`src/rtl/pc_fetch_ctrl.sv`:
```
// Fetch PC controller: sequential +4 advance, EX-stage redirects, halt on illegal target.
// Latency: redirect or increment visible one edge after sampling; flush strobes are combinational.
// Backpressure: stall holds the PC unless a redirect is taken, and a redirect always overrides stall.
module pc_fetch_ctrl #(
  parameter int          PC_W     = 9,
  parameter logic [31:0] RESET_PC = 32'h0
) (
  input  logic            clk,
  input  logic            reset,
  input  logic            stall,
  input  logic            redirect_valid,
  input  logic [31:0]     redirect_pc,
  output logic [PC_W-1:0] pc,
  output logic            pc_valid,
  output logic            flush_ifid,
  output logic            flush_idex,
  output logic            misalign_err,
  output logic            range_err,
  output logic [15:0]     redirect_count
);

  typedef enum logic [1:0] {BOOT, RUN, HALT} state_t;

  state_t state;
  logic   tgt_misalign;
  logic   tgt_range;
  logic   flush;

  assign tgt_misalign = |redirect_pc[1:0];
  // Bits at or above PC_W lie outside the instruction address space.
  assign tgt_range    = |(redirect_pc >> PC_W);

  // Flush for illegal targets as well, so wrong-path instructions never retire.
  assign flush      = (state == RUN) && redirect_valid;
  assign flush_ifid = flush;
  assign flush_idex = flush;

  always_ff @(posedge clk or posedge reset) begin
    if (reset) begin
      state          <= BOOT;
      pc             <= RESET_PC[PC_W-1:0];
      pc_valid       <= 1'b0;
      misalign_err   <= 1'b0;
      range_err      <= 1'b0;
      redirect_count <= 16'h0000;
    end else begin
      case (state)
        BOOT: begin
          state    <= RUN;
          pc_valid <= 1'b1;
        end
        RUN: begin
          if (redirect_valid && !tgt_misalign && !tgt_range) begin
            pc <= redirect_pc[PC_W-1:0];
            if (redirect_count != 16'hFFFF) begin
              redirect_count <= redirect_count + 16'h0001;
            end
          end else if (redirect_valid) begin
            state    <= HALT;
            pc_valid <= 1'b0;
            if (tgt_misalign) misalign_err <= 1'b1;
            if (tgt_range)    range_err    <= 1'b1;
          end else if (!stall) begin
            pc <= pc + PC_W'(4);
          end
        end
        HALT: begin
          pc_valid <= 1'b0;
        end
        default: begin
          state    <= HALT;
          pc_valid <= 1'b0;
        end
      endcase
    end
  end

endmodule
```
`config.mk`:
```
export PLATFORM = sky130hd
export DESIGN_NAME = pc_fetch_ctrl
export DESIGN_NICKNAME = d
export VERILOG_FILES = /design/src/rtl/pc_fetch_ctrl.sv
export SDC_FILE = /design/constraint.sdc
export NUM_CORES = 1
export LEC_CHECK = 0
export CORE_ASPECT_RATIO = 1.25
export CORE_MARGIN = 4
export CORE_UTILIZATION = 42
export CTS_BUF_LIST = sky130_fd_sc_hd__clkbuf_16
export DETAILED_ROUTE_END_ITERATION = 12
export PLACE_DENSITY = 0.79
export REMOVE_ABC_BUFFERS = 1
export SYNTH_ARGS = -nofsm -noshare
export SYNTH_HDL_FRONTEND = slang
export SYNTH_SLANG_ARGS = --single-unit
```
`constraint.sdc`:
```
create_clock -name clk -period 2.6 [get_ports clk]
set_clock_uncertainty 0.05 [all_clocks]
set_input_delay 0.39 -clock clk [delete_from_list [all_inputs] [get_ports clk]]
set_output_delay 0.39 -clock clk [all_outputs]
set_load 0.03 [all_outputs]
```
Word level (Yosys, flattened, before mapping):

Index checks and enable logic that the tools add are counted.

* register bits after elaboration: 30
* logic and storage cells: 40
* memory bits (writable): 0
* memory bits (read-only): 0
* memories kept: 0
* latch bits: 0

* equal/unequal tests: 7
* div/mod/pow operators: 0
* magnitude comparators: 0
* add/subtract/negate cells: 2
* shift-type cells: 0
* reduce and logical (&&, ||, !) cells: 14
* bitwise operators: 2
* $mul: 0
* mux-type cells: 9

Operator list (count)
* two-way mux 9 bit: 3
* OR reduction 23 bit: 1
* adder 16 x 1 -> 16 bit, second input constant: 1
* inequality test 16 bit, second input constant: 1
* adder 9 x 3 -> 9 bit, second input constant: 1
* AND reduction 3 bit: 3
* AND reduction 4 bit: 2
* one-hot mux 2 bit (3 select lines): 1
* two-way mux 2 bit: 2
* inequality test 2 x 1 -> 1 bit, second input constant: 2
* inequality test 2 bit, second input constant: 2
* logical AND 1 bit: 3
* == test 2 x 1 -> 1 bit, second input constant: 1
* == test 2 bit, second input constant: 1
* zero test 1 bit: 2
* zero test 2 bit: 1
* two-way mux 1 bit: 2
* inverter 1 bit: 2
* one-hot mux 1 bit (2 select lines): 1
* AND reduction 2 bit: 1
* OR reduction 2 bit: 1

Logic depth before layout (Yosys ltp):

Gate-level depths: netlist of run 1.

* word-level depth: 6
* mapped depth: 9
* mapped depth without buffers: 7

Worst setup path after synthesis of run 1:

No wires, ideal clock.

* kind: reg2reg
* from: reg redirect_count[5]
* to: reg redirect_count[4]
* clock period less this slack: 2.000 ns
* stages on the path, launching flop included: 7
* setup time: 0.135 ns
* arrival: 1.815 ns
* path buffers: 1
* path slack: 0.600 ns
* path through: dfrtp_1 > and4_1 > and2_1 > a311oi_2 > buf_6 > nand4_1 > xnor2_1

* cells in the longest elaborated chain, start to end: 2

RTL lines
* start: declaration: line 19 `output logic [15:0] redirect_count`
* start signal: assignment: line 56 `redirect_count <= redirect_count + 16'h0001;`
* inequality test 16 bit: line 55 `if (redirect_count != 16'hFFFF) begin`
* AND reduction 3 bit (no line)

No other way between the ends.
A chain may end at the register's enable or synchronous reset.

Worst setup path in the final report of run 1:

* from: in redirect_pc[25]
* to: reg pc[2]

* cells in the longest elaborated chain, start to end: 5
* elaborated cells between the ends (all ways): 7
* those cells by class: eq/ne (2); mux (1); reduce/logical (4)

RTL lines
* start: declaration: line 12 `input logic [31:0] redirect_pc,`
* OR reduction 23 bit *: line 31 `assign tgt_range = |(redirect_pc >> PC_W);`
* zero test 1 bit *: line 53 `if (redirect_valid && !tgt_misalign && !tgt_range) begin`
* logical AND 1 bit *: line 53
* inequality test 2 x 1 -> 1 bit (no line)
* AND reduction 3 bit (no line)
* end signal: assignment: line 41 `pc <= RESET_PC[PC_W-1:0];`
* end signal: assignment: line 54 `pc <= redirect_pc[PC_W-1:0];`
* end signal: assignment: line 64 `pc <= pc + PC_W'(4);`
* end: declaration: line 13 `output logic [PC_W-1:0] pc,`

Mark *: on every way between the ends. The rest lies on a longest branch, timed or not.

==> results of run 1 <==
==> synth_stat cells, types with 2 or more instances <==
| cell type | n |
|---|---|
| o21ai_1 | 3 |
| nor3_1 | 4 |
| a2bb2oi_1 | 7 |
| o22ai_1 | 3 |
| nand3_1 | 5 |
| nor4_2 | 5 |
| and4_1 | 2 |
| o21ai_0 | 2 |
| nor2b_1 | 3 |
| dfrtp_1 | 30 |
| ha_1 | 2 |
| nand2_1 | 12 |
| buf_4 | 2 |
| nand4_1 | 17 |
| o21bai_1 | 2 |
| and3_1 | 2 |
| and2_1 | 2 |
| inv_1 | 6 |
| a21oi_1 | 8 |
| nor2_1 | 9 |
| xnor2_1 | 13 |
| nand2b_1 | 2 |
| buf_6 | 2 |
==> registers in the layout, summed over array words and instances (netlist names) <==
signal / flops
redirect_count: 16
pc: 9
state: 2
misalign_err: 1
pc_valid: 1
range_err: 1
==> path summary, 6_finish.rpt <==
path,end,depth (start not counted),slack [ns],startpoint
setup reg to reg,redirect_count[1],5,0.61,redirect_count[0]
hold reg to reg,range_err,1,0.42,range_err
max in group asynchronous,redirect_count[2],3,1.44,reset
hold / removal,range_err,1,0.42,range_err
min in group asynchronous,pc[6],2,0.43,reset
setup / recovery,pc[2],6,0.37,redirect_pc[25]
==> worst max-delay path: cells and delay by family <==
family                 cells  cell delay, ns
buffers and inverters      1            0.43
AOI/OAI and AO/OA          2            0.45
and+or+nand+nor            3            1.10
==> cells by family after synthesis <==
family	synth area share
DFF	0.478
adders and majority gates	0.0159
AOI/OAI and AO/OA	0.116
and+or+nand+nor	0.260
buffers and inverters	0.0446
muxes	0.00718
xor gates and xnor gates	0.0782
==> final cells by class <==
class                           count  area [um2]  area share
Clock buffer                        5         125      0.0517
Sequential cell                    30         751       0.310
Inverter                            7        27.5      0.0114
Multi-Input combinational cell    112         748       0.309
Timing Repair Buffer               70         688       0.284
Tap cell                           39        48.8      0.0201
Clock inverter                      2        33.8      0.0139
==> layer usage <==
metal / vias up / global-route usage / part of all wire
met3: 9 / 0.0782 / 0.065
met1: 727 / 0.203 / 0.39
li1: 715 / - / -
met4: 0 / 0.0596 / 0.014
met2: 66 / 0.363 / 0.53
met5: - / 0 / 0
==> power by group through the flow <==
stage,Combinational (W),Sequential [W],Clock [W]
2_1_floorplan,0.0000488,0.000559,0
3_3_place_gp,0.000201,0.000523,0
3_5_place_dp,0.000208,0.000525,0
4_1_cts,0.000209,0.000518,0.000648
5_1_grt,0.000221,0.000521,0.000663
6_report,0.000208,0.000518,0.000638
==> per-stage QoR <==
stage          setup WS [ns]  hold WS (ns)  power, W   util
6_report               0.368         0.415   0.00136  0.684
5_1_grt                0.248         0.452   0.00141  0.684
4_1_cts                0.368         0.417   0.00138  0.684
3_5_place_dp           0.102         0.405  0.000733  0.639
3_3_place_gp           0.229         0.399  0.000725  0.639
2_1_floorplan          0.262         0.385  0.000608      -
==> reports/results.ini, run 1 <==
[status]
run_status = finished, final reports clean

[route]
ant_nets = 0
drc = 0
vias = 1517
wl_per_cell_um = 16.9
wl_mm = 4.48
first_iter_violations = 114
avgViaCountPerCell = 5.72
dr.pass1.iters = 4

[placement]
dp.cells = 258
placed_area_mm2 = 0.00226
dp_hpwl_mm = 3.37
gp_congestion = 0.943
portBuffers = 65

[timing]
hold_viol_final = 0
drv_slew = 0
fin_tns_setup_ns = 0
tightest_slew_ns = 0.589
min_period_ns = 2.23
relSlewSlack = 0.607
period_share = 0.859
setup_viol = 0
rsz0062_at_grt = no
max_freq_mhz = 448

[synth]
synth_seq_cells = 30
synth_top_area_frac = 0.478
syn_area_mm2 = 0.00157
synth_seq_area_share = 0.478
syn_area_per_cell_um2 = 10.2
synth_top_cell_by_area = dfrtp_1
synth.top_cells.by_area = dfrtp_1 48%, xnor2_1 7.3%, nand4_1 6.8%
synth.yosys.warnings = 0
synth_edf_count = 0
synth_ff_type = dfrtp_1
synth_cell_types = 34
async_reset_ff_frac = 1.00
netlist_instances = 154

[worst_setup_path]
slowest_stage = or3_1
worstPathArrival_ns = 2.38
path_class = in2reg
endpoint_kind = flop
crit_path_start_kind = primary input
worstPathRequired_ns = 2.75
crit_path_max_incr_delay_ns = 0.60
crit_fanout = 14
critical_path.cell_chain = clkdlybuf4s50_1 -> nor4_2 -> nand4_2 -> or3_1 -> a21oi_1 -> a2bb2oi_1

[power]
max-vdd-ir-drop_v = 0.000432
clkPwrFrac = 0.468
p_int_w = 0.00104
seqPwrFrac = 0.380
power.net_switching_w = 0.000321
p_leak_nw = 0.945
p_sw_frac = 0.236
pwr-share-comb = 0.152
pwr_density_cell_mw_per_mm2 = 563

[floorplan]
start_util = 0.443
core_area_mm2 = 0.00354
die_w_um = 62.7
die_area_mm2 = 0.00478
pin_count = 66
num_rows = 24
fp.dieH_um = 76.3

[cts]
clkTransAtPathRegs_ns = 0.05
clock_path_buffers = 2
clk_latency_ns = 0.28
ctsHoldBuffers = 0
cts_tree = built
cts-resized-gates = 0
cts-buffers-inserted = 5
cts_setup_buffers = 0
cts-root-buf = clkbuf_16
cts_sinks = 30
h-tree-depth = 2

[run]
maxCapViolCount = 0

[cells_and_area]
final_common_cell = clkdlybuf4s50_1
num_antenna_cells = 0
drive_above_1_share = 0.0973
syn2layout_area_growth_pct = 54.4
layoutNonFillerInstCount = 265
final_cell_area_mm2 = 0.00242
layout_common_cells = 65 x clkdlybuf4s50_1, 30 x dfrtp_1, 17 x nand4_1, 13 x xnor2_1, 12 x nand2_1
final_nets = 264
n_fill_cell = 284

[min_path]
hp-class = reg2reg

[global_route]
grt_start_max_net_pins = 17
grt.total_usage = 0.198
antenna_found_initial = 0
grt_pass1_vias = 1615
overflow = 0
grt_pass1_wl_mm = 7.59

(Power assumes the default switching activity.)
==> inputs of run 2 (changes only) <==
CAP_MARGIN = 25   (was unset)
==> results of run 2 <==
The final DEF is identical to that of run 1; final timing and power are the same.
